File: src/rtl/eth_phy_10g_pkg.sv
// Shared definitions for the 10G PHY receive path: sync header codes and link-controller states.
// Latency: n/a (constants, types and an elaboration-time helper only).
// Backpressure: n/a.
package eth_phy_10g_pkg;

    // Sync header codes, shared with the block aligner
    localparam logic [1:0] SYNC_DATA = 2'b10;
    localparam logic [1:0] SYNC_CTRL = 2'b01;

    typedef enum logic [2:0] {
        ST_WAIT_SERDES = 3'd0,
        ST_ALIGN_RST   = 3'd1,
        ST_WAIT_LOCK   = 3'd2,
        ST_LOCKED      = 3'd3,
        ST_HI_BER      = 3'd4,
        ST_SERDES_RST  = 3'd5
    } link_state_t;

    // Counter width for a counter that runs 0..limit-1; never narrower than one bit
    function automatic int cnt_width(input int limit);
        return (limit > 1) ? $clog2(limit) : 1;
    endfunction

endpackage

File: src/rtl/eth_phy_10g_rx_ber_mon.sv
// High-BER monitor: free-running window counter plus saturating bad-sync-header counter.
// Latency: flags are combinational from registered counts and the current header; counts update each edge.
// Backpressure: none; one header per cycle is always accepted, clr resynchronises the window.
// Ports: clk/rst (sync, active-high), clr (sync clear of both counters), hdr/hdr_valid (aligned sync header),
//        thresh_hit (bad count incl. current header reached BER_THRESH), window_wrap (last cycle of window).
module eth_phy_10g_rx_ber_mon
    import eth_phy_10g_pkg::*;
#(
    parameter int HDR_WIDTH  = 2,
    parameter int BER_WINDOW = 19531,
    parameter int BER_THRESH = 16
) (
    input  logic                 clk,
    input  logic                 rst,
    input  logic                 clr,
    input  logic [HDR_WIDTH-1:0] hdr,
    input  logic                 hdr_valid,
    output logic                 thresh_hit,
    output logic                 window_wrap
);

    localparam int WIN_W = cnt_width(BER_WINDOW);
    localparam int BAD_W = $clog2(BER_THRESH + 1);
    localparam int SUM_W = BAD_W + 1;
    localparam logic [HDR_WIDTH-1:0] HDR_DATA = HDR_WIDTH'(SYNC_DATA);
    localparam logic [HDR_WIDTH-1:0] HDR_CTRL = HDR_WIDTH'(SYNC_CTRL);

    logic [WIN_W-1:0] win_cnt;
    logic [BAD_W-1:0] bad_cnt;
    logic [BAD_W-1:0] bad_next;
    logic [SUM_W-1:0] bad_sum;
    logic             bad;

    // Anything other than the two legal sync codes is an invalid header
    assign bad         = hdr_valid && (hdr != HDR_DATA) && (hdr != HDR_CTRL);
    assign bad_sum     = {1'b0, bad_cnt} + SUM_W'(bad);
    assign thresh_hit  = bad_sum >= SUM_W'(BER_THRESH);
    assign window_wrap = win_cnt == WIN_W'(BER_WINDOW - 1);
    // Saturate at the threshold: once reached, further bad headers change nothing
    assign bad_next    = thresh_hit ? BAD_W'(BER_THRESH) : bad_sum[BAD_W-1:0];

    always_ff @(posedge clk) begin
        if (rst || clr) begin
            win_cnt <= '0;
            bad_cnt <= '0;
        end else begin
            win_cnt <= window_wrap ? '0 : win_cnt + WIN_W'(1);
            // The header seen on the wrap cycle belongs to the closing window
            bad_cnt <= window_wrap ? '0 : bad_next;
        end
    end

endmodule

File: src/rtl/eth_phy_10g_rx_link_ctrl.sv
// RX link sequencer: SERDES-ready gating, aligner reset hold, lock timeout/SERDES retry, high-BER tracking.
// Latency: inputs sampled at an edge are reflected on the registered outputs right after that edge.
// Backpressure: none; i_serdes_ready low in ALIGN_RST/WAIT_LOCK/LOCKED/HI_BER restarts bring-up.
// Ports: clk/rst (sync, active-high); i_serdes_ready, i_rx_block_lock, i_rx_hdr/i_rx_hdr_valid in;
//        o_aligner_rst, o_serdes_rx_reset, o_rx_high_ber, o_rx_status, o_retry_count (saturating) out.
module eth_phy_10g_rx_link_ctrl
    import eth_phy_10g_pkg::*;
#(
    parameter int HDR_WIDTH    = 2,
    parameter int RST_HOLD     = 16,
    parameter int LOCK_TIMEOUT = 65536,
    parameter int BER_WINDOW   = 19531,
    parameter int BER_THRESH   = 16,
    parameter int RETRY_W      = 4
) (
    input  logic                 clk,
    input  logic                 rst,
    input  logic                 i_serdes_ready,
    input  logic                 i_rx_block_lock,
    input  logic [HDR_WIDTH-1:0] i_rx_hdr,
    input  logic                 i_rx_hdr_valid,
    output logic                 o_aligner_rst,
    output logic                 o_serdes_rx_reset,
    output logic                 o_rx_high_ber,
    output logic                 o_rx_status,
    output logic [RETRY_W-1:0]   o_retry_count
);

    localparam int HOLD_W = cnt_width(RST_HOLD);
    localparam int TMR_W  = cnt_width(LOCK_TIMEOUT);

    link_state_t        state, state_next;
    logic [HOLD_W-1:0]  hold_cnt, hold_cnt_next;
    logic [TMR_W-1:0]   lock_tmr, lock_tmr_next;
    logic [RETRY_W-1:0] retry_cnt, retry_next;
    logic               hold_done, tmr_done;
    logic               ber_clr, thresh_hit, window_wrap;

    assign hold_done     = hold_cnt == HOLD_W'(RST_HOLD - 1);
    assign tmr_done      = lock_tmr == TMR_W'(LOCK_TIMEOUT - 1);
    // Holding the monitor clear outside LOCKED/HI_BER starts a fresh window on lock
    assign ber_clr       = !(state inside {ST_LOCKED, ST_HI_BER});
    assign o_retry_count = retry_cnt;

    eth_phy_10g_rx_ber_mon #(
        .HDR_WIDTH  (HDR_WIDTH),
        .BER_WINDOW (BER_WINDOW),
        .BER_THRESH (BER_THRESH)
    ) u_ber_mon (
        .clk         (clk),
        .rst         (rst),
        .clr         (ber_clr),
        .hdr         (i_rx_hdr),
        .hdr_valid   (i_rx_hdr_valid),
        .thresh_hit  (thresh_hit),
        .window_wrap (window_wrap)
    );

    always_comb begin
        state_next    = state;
        hold_cnt_next = hold_cnt;
        lock_tmr_next = lock_tmr;
        retry_next    = retry_cnt;
        case (state)
            ST_WAIT_SERDES: begin
                if (i_serdes_ready) begin
                    state_next    = ST_ALIGN_RST;
                    hold_cnt_next = '0;
                end
            end
            ST_ALIGN_RST: begin
                if (hold_done) begin
                    state_next    = ST_WAIT_LOCK;
                    lock_tmr_next = '0;
                end else begin
                    hold_cnt_next = hold_cnt + HOLD_W'(1);
                end
            end
            ST_WAIT_LOCK: begin
                // Lock seen on the timeout cycle still counts as a lock
                if (i_rx_block_lock) begin
                    state_next = ST_LOCKED;
                end else if (tmr_done) begin
                    state_next    = ST_SERDES_RST;
                    hold_cnt_next = '0;
                    retry_next    = (&retry_cnt) ? retry_cnt : retry_cnt + RETRY_W'(1);
                end else begin
                    lock_tmr_next = lock_tmr + TMR_W'(1);
                end
            end
            ST_LOCKED: begin
                if (!i_rx_block_lock) begin
                    state_next    = ST_WAIT_LOCK;
                    lock_tmr_next = '0;
                end else if (thresh_hit) begin
                    state_next = ST_HI_BER;
                end else if (window_wrap) begin
                    // A full clean window means the link recovered; forget past retries
                    retry_next = '0;
                end
            end
            ST_HI_BER: begin
                if (!i_rx_block_lock) begin
                    state_next    = ST_WAIT_LOCK;
                    lock_tmr_next = '0;
                end else if (window_wrap && !thresh_hit) begin
                    state_next = ST_LOCKED;
                end
            end
            ST_SERDES_RST: begin
                if (hold_done) begin
                    state_next = ST_WAIT_SERDES;
                end else begin
                    hold_cnt_next = hold_cnt + HOLD_W'(1);
                end
            end
            default: begin
                state_next = ST_WAIT_SERDES;
            end
        endcase
        // Losing SERDES ready outranks everything and is not a retry
        if (!i_serdes_ready && (state inside {ST_ALIGN_RST, ST_WAIT_LOCK, ST_LOCKED, ST_HI_BER})) begin
            state_next = ST_WAIT_SERDES;
            retry_next = retry_cnt;
        end
    end

    always_ff @(posedge clk) begin
        if (rst) begin
            state             <= ST_WAIT_SERDES;
            hold_cnt          <= '0;
            lock_tmr          <= '0;
            retry_cnt         <= '0;
            o_aligner_rst     <= 1'b1;
            o_serdes_rx_reset <= 1'b0;
            o_rx_high_ber     <= 1'b0;
            o_rx_status       <= 1'b0;
        end else begin
            state             <= state_next;
            hold_cnt          <= hold_cnt_next;
            lock_tmr          <= lock_tmr_next;
            retry_cnt         <= retry_next;
            // Outputs decoded from the next state so they land with the state change
            o_aligner_rst     <= state_next inside {ST_WAIT_SERDES, ST_ALIGN_RST, ST_SERDES_RST};
            o_serdes_rx_reset <= state_next == ST_SERDES_RST;
            o_rx_high_ber     <= state_next == ST_HI_BER;
            o_rx_status       <= state_next == ST_LOCKED;
        end
    end

endmodule

File: config.mk
export PLATFORM = sky130hd
export DESIGN_NAME = eth_phy_10g_rx_link_ctrl
export DESIGN_NICKNAME = d
export VERILOG_FILES = /design/src/rtl/eth_phy_10g_pkg.sv /design/src/rtl/eth_phy_10g_rx_ber_mon.sv /design/src/rtl/eth_phy_10g_rx_link_ctrl.sv
export SDC_FILE = /design/constraint.sdc
export NUM_CORES = 1
export LEC_CHECK = 0
export CAP_MARGIN = 20
export CELL_PAD_IN_SITES_DETAIL_PLACEMENT = 2
export CELL_PAD_IN_SITES_GLOBAL_PLACEMENT = 2
export CORE_ASPECT_RATIO = 0.5
export CORE_UTILIZATION = 39
export DETAILED_ROUTE_END_ITERATION = 10
export DONT_BUFFER_PORTS = 1
export PLACE_DENSITY = 0.89
export SETUP_SLACK_MARGIN = 0.02
export SLEW_MARGIN = 20
export SYNTH_ARGS = -nofsm -noshare
export SYNTH_HDL_FRONTEND = slang
export SYNTH_HIERARCHICAL = 1
export SYNTH_SLANG_ARGS = --single-unit
File: constraint.sdc
create_clock -name clk -period 3.85 [get_ports clk]
set_input_delay 0.77 -clock clk [delete_from_list [all_inputs] [get_ports clk]]
set_output_delay 0.77 -clock clk [all_outputs]
set_load 0.01 [all_outputs]
=== Word level (Yosys, flattened, before mapping) ===
Index checks and enable logic that the tools add are counted.
Widths: inputs -> output; s select.

* Add/sub/neg operators: 5
* $lt $le $gt $ge: 1
* Equal/unequal tests: 25
* Muxes and demuxes: 29
* Bitwise operators: 1
* Reductions and logical operators: 24

{| class="wikitable"
|+ Operator list
! cell !! number
|-
| $mux 16 || 4
|-
| $pmux 16 s3 || 1
|-
| $mux 4 || 10
|-
| $mux 3 || 10
|-
| $ne 2x2->1 const B || 11
|-
| $pmux 3 s6 || 1
|-
| $add 16x1->16 const B || 1
|-
| $eq 16x16->1 const B || 1
|-
| $add 15x1->15 const B || 1
|-
| $eq 15x15->1 const B || 1
|-
| $eq 3x3->1 const B || 4
|-
| $pmux 4 s3 || 1
|-
| $reduce_and 5->1 || 2
|-
| $eq 3x2->1 const B || 3
|-
| $reduce_bool 3->1 || 3
|-
| $add 4x1->4 const B || 2
|-
| $pmux 4 s2 || 1
|-
| $reduce_and 8->1 || 1
|-
| $add 5x1->6 || 1
|-
| $eq 3x1->1 const B || 2
|-
| $ge 6x5->1 const B || 1
|-
| $logic_not 3->1 || 2
|-
| $reduce_or 2->1 || 3
|-
| $mux 5 || 1
|-
| other kinds (10) || 17
|}

* Bits in registers: 51
* Input port bits: 7
* Logic and storage cells: 96

=== Longest topological paths before layout ===
Gate-level depths: netlist of the first run.

* Depth in word-level cells: 13
* Mapped depth: 11

=== Hierarchy ===
Netlist of the first run, hierarchy kept.

{| class="wikitable"
|+ Modules (own cells, without submodules)
! module !! instances !! cells an instance !! area each (um^2)
|-
| eth_phy_10g_rx_link_ctrl || 1 || 210 || 1769.2
|-
| eth_phy_10g_rx_ber_mon || 1 || 99 || 922.1
|}

=== Worst setup path after synthesis of the first run ===
No wires, ideal clock.

* Path kind: input to register
* Start point: in i_rx_hdr[1]
* End point: reg hold_cnt[0]
* Data arrival time: 3097 ps
* Data required time: 3727 ps
* Path slack: 630 ps
* Cell stages on the path: 10
* Path through: xnor2_1 > and2_1 > ha_1 > ha_1 > a41oi_1 > and4b_1 > o31ai_1 > o21ai_0 > o211ai_1 > mux2_1

{| class="wikitable"
|+ RTL lines
! element !! line !! RTL
|-
| start, declared || eth_phy_10g_rx_link_ctrl.sv:20 || <nowiki>input logic [HDR_WIDTH-1:0] i_rx_hdr,</nowiki>
|-
| end signal, assigned || eth_phy_10g_rx_link_ctrl.sv:140 || <nowiki>hold_cnt <= hold_cnt_next;</nowiki>
|-
| end, declared || eth_phy_10g_rx_link_ctrl.sv:33 || <nowiki>logic [HOLD_W-1:0] hold_cnt, hold_cnt_next;</nowiki>
|}

==> results.yml, run 1 <==
sta:
  clock_tree_skew_after_final_layout_ns: 0.00847
  final.min_clock_period_ns: 3.22
  grt_setup_unrepaired: "no"
  totalNegativeSetupSlack_ns: 0
  setup_viol: 0
  post-route-period-util_pct: 83.5
  clock.fmax_mhz: 311
  worstMarginPinSlew_ns: 1.02
  report.final.hold_viol_count: 0
  timing.final.max_slew_violations: 0
  relSlewSlack_pct: 31.8
cts:
  cts_sinks: 51
  cts_resized: 0
  cts_post_setup_buffers_inserted: 0
  cts.path.max_buffers: 2
  clk_transition_reported_paths_ns: 0.07
  cts_hold_buffers: 0
  insertion_delay_of_the_later_clocked_pin_in_the_worst_skew_pair_ns: 0.30
  cts_made_buffers: 5
  cts_tree: "built"
  cts_root_buf: "sky130_fd_sc_hd__clkbuf_16"
  clock_tree.htree_level_count: 2
setup_path:
  cp_slowest_cell: "sky130_fd_sc_hd__o211ai_1"
  critical_path.max_fanout: 5
  timing.rr.start: "u_ber_mon/win_cnt[8]$_SDFF_PP0_"
  list_of_cells_traversed_by_the_critical_path: "xnor2_1, and2_1, ha_1, ha_1, a31oi_1, a41oi_1, and4b_1, o31ai_1, o21ai_0, o211ai_1, mux2_1"
  reg2reg_to: "hold_cnt[0]$_SDFFE_PP0P_"
  reg2reg_slack_ns: 0.93
  timing.critical_path.slowest_cell_delay_ns: 0.50
  cp_common_cell: "sky130_fd_sc_hd__ha_1"
  endpoint_type_of_the_worst_setup_path: "flip-flop"
  worst_ep_required_time_ns: 4.03
  worst_r2r_path_depth: 7
  worst_setup_path_start_kind: "input pin"
  worstPathArrival_ns: 3.39
  criticalPathCategory: "in2reg"
floorplanning:
  io-pin-count: 15
  initial_utilization_pct: 42.3
  chipWidth_microns: 119
  coreArea_sq_um: 6360
  floorplan.die_area_sq_um: 7260
  floorplan.rows: 20
  chipHeight_microns: 60.7
logic_synthesis:
  synthArstFlopShare_pct: 0
  post_synth_fa_ha_maj_area_fraction_pct: 3.25
  synth_compound_area_share_pct: 11.9
  synth_top_cells_by_area: "sky130_fd_sc_hd__dfxtp_1, sky130_fd_sc_hd__mux2i_1, sky130_fd_sc_hd__nand3_1"
  syn_avg_cell_area_sq_um: 8.71
  post-synth-top-area-fraction_pct: 37.9
  postSynthCellCount: 309
  dominant_cell_by_count_in_the_synthesized_netlist: "sky130_fd_sc_hd__dfxtp_1"
  synth_seq_cells: 51
  synth_commonest_cells: "sky130_fd_sc_hd__dfxtp_1, sky130_fd_sc_hd__nand3_1, sky130_fd_sc_hd__nor2_1"
  synth_flop_type: "sky130_fd_sc_hd__dfxtp_1"
  syn_nets: 323
  seq_area_frac_synth_pct: 37.9
  synth_enable_flop_cells: 0
  yosys_warnings: 6
  yosys.area_share.simple_pct: 32.7
  synthDistinctLibCells: 51
  synth_largest_area_cell: "sky130_fd_sc_hd__dfxtp_1"
  synth_top_family_by_area: "simple AND/OR/NAND/NOR gates"
  synth_xor_xnor_area_share_pct: 4.56
  synthesis.area_sq_um: 2690
  yosys-mux-area-fraction_pct: 5.63
finish:
  finalNetCount: 318
  finish.cell_count_without_fillers: 393
  syn2layout_area_growth_pct: 9.25
  insertedDiodeCount: 0
  register_area_sq_um: 1020
  num-fill-cells: 700
  fraction_of_layout_cells_with_a_size_suffix_above_1_pct: 5.90
  combined_area_of_the_multi_input_logic_cells_sq_um: 1570
grt:
  grt_usage_pct: 24.1
  global_route.peak_usage_layer: "met2"
  met2_routing_resource_usage_after_global_routing_pct: 47.5
  first_global_vias: 2619
  pin_count_of_the_biggest_net_entering_global_routing: 31
  grt-ovfl-total: 0
  grt_util_met1_pct: 25.6
  antenna_violations_before_repair: 0
  grt_first_pass_wirelength_mm: 13.2
  met3_usage_pct: 6.02
power:
  total_leakage_power_nw: 0.913
  cellPowerDensity_nw_per_um2: 373
  irDropWorstVdd_v: 0.000157
routing:
  drt_iter0_markers: 85
  route.antenna.remaining_nets: 0
  detail_route.wl_per_cell_microns: 20.2
  vias: 2369
  drcViolationCount: 0
  total_wirelength_of_the_detailed_routed_design_mm: 7.96
  via_per_inst: 6.03
  first_pass_iteration_count_of_the_detailed_router: 4
place:
  dp_cells: 385
  hpwl_mm: 5.62
  io_port_bufs: 0
  gp_congestion: 0.805
min_path:
  hp-class: "reg2reg"
  min_delay_path_depth: 2
  min_delay_worst_endpoint: "lock_tmr[5]$_SDFFE_PP0P_"
  timing.hold.worst.start: "lock_tmr[5]$_SDFFE_PP0P_"
run:
  max_cap_violations: 0
run_status:
  status: "finished clean"
-- worst max-delay path: cells and delay by family --
| family | cells | cell delay, ns |
|---|---|---|
| adders and majority gates | 2 | 0.45 |
| and+or+nand+nor | 2 | 0.40 |
| AOI/OAI and AO/OA | 5 | 1.27 |
| xor gates and xnor gates | 1 | 0.13 |
| muxes | 1 | 0.38 |
-- flip-flops by register name, summed over array words and instances (netlist names) --
signal and count:
hold_cnt 4, lock_tmr 16, o_aligner_rst 1, o_retry_count 4
o_rx_high_ber 1, o_rx_status 1, o_serdes_rx_reset 1, state 3
u_ber_mon/bad_cnt 5, u_ber_mon/win_cnt 15
-- worst max path at each step --
stage,endpoint,depth (start not counted),startpoint,slack [ns]
2_1_floorplan,hold_cnt[0]$_SDFFE_PP0P_,10,i_rx_hdr[1],0.63
3_3_place_gp,hold_cnt[0]$_SDFFE_PP0P_,11,i_rx_hdr[0],0.64
3_5_place_dp,hold_cnt[0]$_SDFFE_PP0P_,11,i_rx_hdr[0],0.39
4_1_cts,hold_cnt[0]$_SDFFE_PP0P_,11,i_rx_hdr[0],0.67
5_1_grt,hold_cnt[0]$_SDFFE_PP0P_,11,i_rx_hdr[0],0.42
6_report,hold_cnt[0]$_SDFFE_PP0P_,11,i_rx_hdr[0],0.63
-- report_power, final --
| group | switching, mW | internal, mW |
|---|---|---|
| clock | 0.208 | 0.327 |
| sequential | 0.00517 | 0.529 |
| combinational | 0.0164 | 0.0112 |
| total | 0.230 | 0.867 |
-- cell families (layout without fill, tap and decap cells) --
kind of cell / count (synthesis) / in the layout
mux: 15 / 15
buf+inv: 24 / 20
simple gates: 152 / 152
fa+ha+maj: 7 / 7
flops: 51 / 51
compound gates: 46 / 46
xor+xnor: 14 / 14
-- cell type report --
class / count / share of cell area, %
Multi-Input combinational cell: 234 / 53.4
Sequential cell: 51 / 34.7
Clock buffer: 6 / 4.72
Tap cell: 88 / 3.74
Clock inverter: 2 / 1.32
Timing Repair Buffer: 4 / 1.02
Inverter: 8 / 1.02
-- per-stage QoR --
stage	worst slack (ns)	util, %	total power, mW	hold slack [ns]	cell area (sq um)
finish	0.634	46.3	1.10	0.487	2940
global route	0.415	46.3	1.14	0.513	2940
CTS	0.672	46.2	1.11	0.498	2940
detailed placement	0.391	43.4	0.574	0.445	2760
global placement	0.638	43.4	0.570	0.443	2760
floorplan	0.630	-	0.569	0.414	2690
-- layout by cell type, fill, tap and decap left out, types with 9 or more instances in the layout --
cell / n
sky130_fd_sc_hd__a21oi_1: 13
sky130_fd_sc_hd__dfxtp_1: 51
sky130_fd_sc_hd__mux2i_1: 14
sky130_fd_sc_hd__nand2_1: 18
sky130_fd_sc_hd__nand3_1: 26
sky130_fd_sc_hd__nand3b_1: 13
sky130_fd_sc_hd__nand4_1: 9
sky130_fd_sc_hd__nor2_1: 23
sky130_fd_sc_hd__nor4_1: 11
sky130_fd_sc_hd__xnor2_1: 11
-- layer usage --
metal  vias to the layer above  routed length [microns]
met3                        21                      158
met1                      1197                     3440
met5                         -                        0
li1                       1128                        -
met4                         0                      218
met2                        23                     4140
No activity file was read; power rests on OpenSTA's default activity.
==> run 2, diff against run 1 <==
- clock period: 3.85 -> 3.3 ns (I/O delays scaled with it)
==> run 2 against run 1 <==
Net effect: final area rose by 0.51%; critical path depth rose by 1; worst hold slack got worse by 0.055 ns; flip-flop and latch count did not move; via count rose by 0.59%; clock skew fell by 0.0025 ns; total power rose by 15%; sequential power rose by 17%; critical endpoint unchanged.
==> results.yml, run 2 (synthesis gave the netlist of run 1 again) <==
setup_path:
  reg2reg_to: "o_retry_count[3]$_SDFFE_PP0P_"
  worstPathBufferInverterCount: 1
  list_of_cells_traversed_by_the_critical_path: "xnor2_1, and2_1, ha_1, ha_1, a31oi_1, a41oi_1, buf_4, and4b_1, o31ai_1, o21ai_0, o211ai_1, mux2_1"
  timing.critical_path.slowest_cell_delay_ns: 0.35
  timing.critical_path.from: "i_rx_hdr[0]"
  endpoint_type_of_the_worst_setup_path: "flip-flop"
  worst_ep_required_time_ns: 3.48
  worst_r2r_path_depth: 7
  timing.critical_path.max_delay_family: "compound AO/OA/AOI/OAI gates"
  cell_depth_of_the_worst_setup_path: 12
  worst_setup_path_start_kind: "input pin"
  critical_path.max_fanout: 8
  cp_slowest_cell: "sky130_fd_sc_hd__mux2_1"
  timing.rr.start: "u_ber_mon/win_cnt[8]$_SDFF_PP0_"
  worstPathArrival_ns: 3.06
  criticalPathCategory: "in2reg"
  reg2reg_slack_ns: 0.44
  endpoint: "hold_cnt[0]$_SDFFE_PP0P_"
  cp_common_cell: "sky130_fd_sc_hd__ha_1"
place:
  dp_cells: 388
  placedInstanceArea_sq_um: 2790
  gp_congestion: 0.790
  io_port_bufs: 0
  hpwl_mm: 5.55
  pre_cts_ws_ns: 0.151
routing:
  total_wirelength_of_the_detailed_routed_design_mm: 7.91
  first_pass_iteration_count_of_the_detailed_router: 4
  drt_iter0_markers: 135
  route.antenna.remaining_nets: 0
  drcViolationCount: 0
  vias: 2383
  detail_route.wl_per_cell_microns: 20.0
  via_per_inst: 6.02
finish:
  top_regs: "lock_tmr: 16 flops, u_ber_mon/win_cnt: 15 flops, u_ber_mon/bad_cnt: 5 flops"
  layout.core_utilization_pct: 46.5
  fraction_of_layout_cells_with_a_size_suffix_above_1_pct: 6.49
  final_common_cell: "sky130_fd_sc_hd__dfxtp_1"
  finish.cell_count_without_fillers: 396
  design_area_sq_um: 2960
  layout.cells.most_common_list: "sky130_fd_sc_hd__dfxtp_1, sky130_fd_sc_hd__nand3_1, sky130_fd_sc_hd__nor2_1"
  max_reg_flops: 16
  syn2layout_area_growth_pct: 9.81
  insertedDiodeCount: 0
  finalNetCount: 321
  largest-register: "lock_tmr"
sta:
  final.min_clock_period_ns: 2.87
  timing.final.max_slew_violations: 0
  clock_tree_skew_after_final_layout_ns: 0.00596
  clock.fmax_mhz: 348
  postLayoutSetupSlackWorst_ns: 0.425
  report.final.hold_viol_count: 0
  worstMarginPinSlew_ns: 0.646
  grt_setup_unrepaired: "no"
  whs_ns: 0.433
  post-route-period-util_pct: 87.1
  setup_viol: 0
  totalNegativeSetupSlack_ns: 0
  relSlewSlack_pct: 56.8
cts:
  insertion_delay_of_the_later_clocked_pin_in_the_worst_skew_pair_ns: 0.30
  cts_made_buffers: 5
  cts_root_buf: "sky130_fd_sc_hd__clkbuf_16"
  cts_hold_buffers: 0
  clock_tree.htree_level_count: 2
  cts_resized: 0
  cts_tree: "built"
  cts_post_setup_buffers_inserted: 0
  cts.path.max_buffers: 2
  clk_transition_reported_paths_ns: 0.07
  cts_sinks: 51
min_path:
  hp-class: "in2reg"
floorplanning:
  io-pin-count: 15
  floorplan.rows: 20
  chipWidth_microns: 119
  chipHeight_microns: 60.7
  coreArea_sq_um: 6360
  floorplan.die_area_sq_um: 7260
  initial_utilization_pct: 42.3
power:
  power.net_switching_uw: 273
  report.power.total_mw: 1.26
  p_comb_share_pct: 2.7
  seq_power_share_pct: 49.4
  cellPowerDensity_nw_per_um2: 427
  switching_share_pct: 21.6
  irDropWorstVdd_v: 0.000180
  total_leakage_power_nw: 0.923
  intPower_uw: 989
  p_clk_share_pct: 47.9
run:
  max_cap_violations: 0
grt:
  grt-ovfl-total: 0
  grt_usage_pct: 23.4
  first_global_vias: 2576
  antenna_violations_before_repair: 0
  pin_count_of_the_biggest_net_entering_global_routing: 30
  grt_first_pass_wirelength_mm: 12.9
run_status:
  status: "finished clean"
run 2: worst min path at each step:
stage / slack (ns) / end / from / depth (start not counted)
finish: 0.43 / o_retry_count[1]$_SDFFE_PP0P_ / rst / 1
global route: 0.42 / o_retry_count[1]$_SDFFE_PP0P_ / rst / 1
floorplan: 0.41 / u_ber_mon/bad_cnt[2]$_SDFF_PP0_ / u_ber_mon/bad_cnt[4]$_SDFF_PP0_ / 1
CTS: 0.42 / o_retry_count[1]$_SDFFE_PP0P_ / rst / 1
global placement: 0.44 / u_ber_mon/bad_cnt[2]$_SDFF_PP0_ / u_ber_mon/bad_cnt[4]$_SDFF_PP0_ / 1
detailed placement: 0.47 / u_ber_mon/bad_cnt[2]$_SDFF_PP0_ / u_ber_mon/bad_cnt[4]$_SDFF_PP0_ / 1
run 2: area by class of cell:
class	instances	area, sq um
clock buffers	5	125
inverters	8	30.0
flip-flops and latches	51	1020
fillers	681	3400
multi-input cells	234	1570
well taps	88	110
repair buffers	7	56.3
clock inverters	3	43.8
run 2: power groups by stage:
stage                     clock, mW  combinational, mW  sequential, mW
final                         0.604             0.0345           0.623
after global routing          0.647             0.0378           0.623
after CTS                     0.619             0.0346           0.623
after detailed placement          0             0.0342           0.637
after global placement            0             0.0303           0.637
after floorplan                   0             0.0315           0.632
run 2: per-layer routing:
metal | GRT usage [%] | wire, microns
met5 | 0 | 0
met4 | 9.29 | 184
met3 | 5.08 | 139
met2 | 45.1 | 4010
met1 | 26.3 | 3580
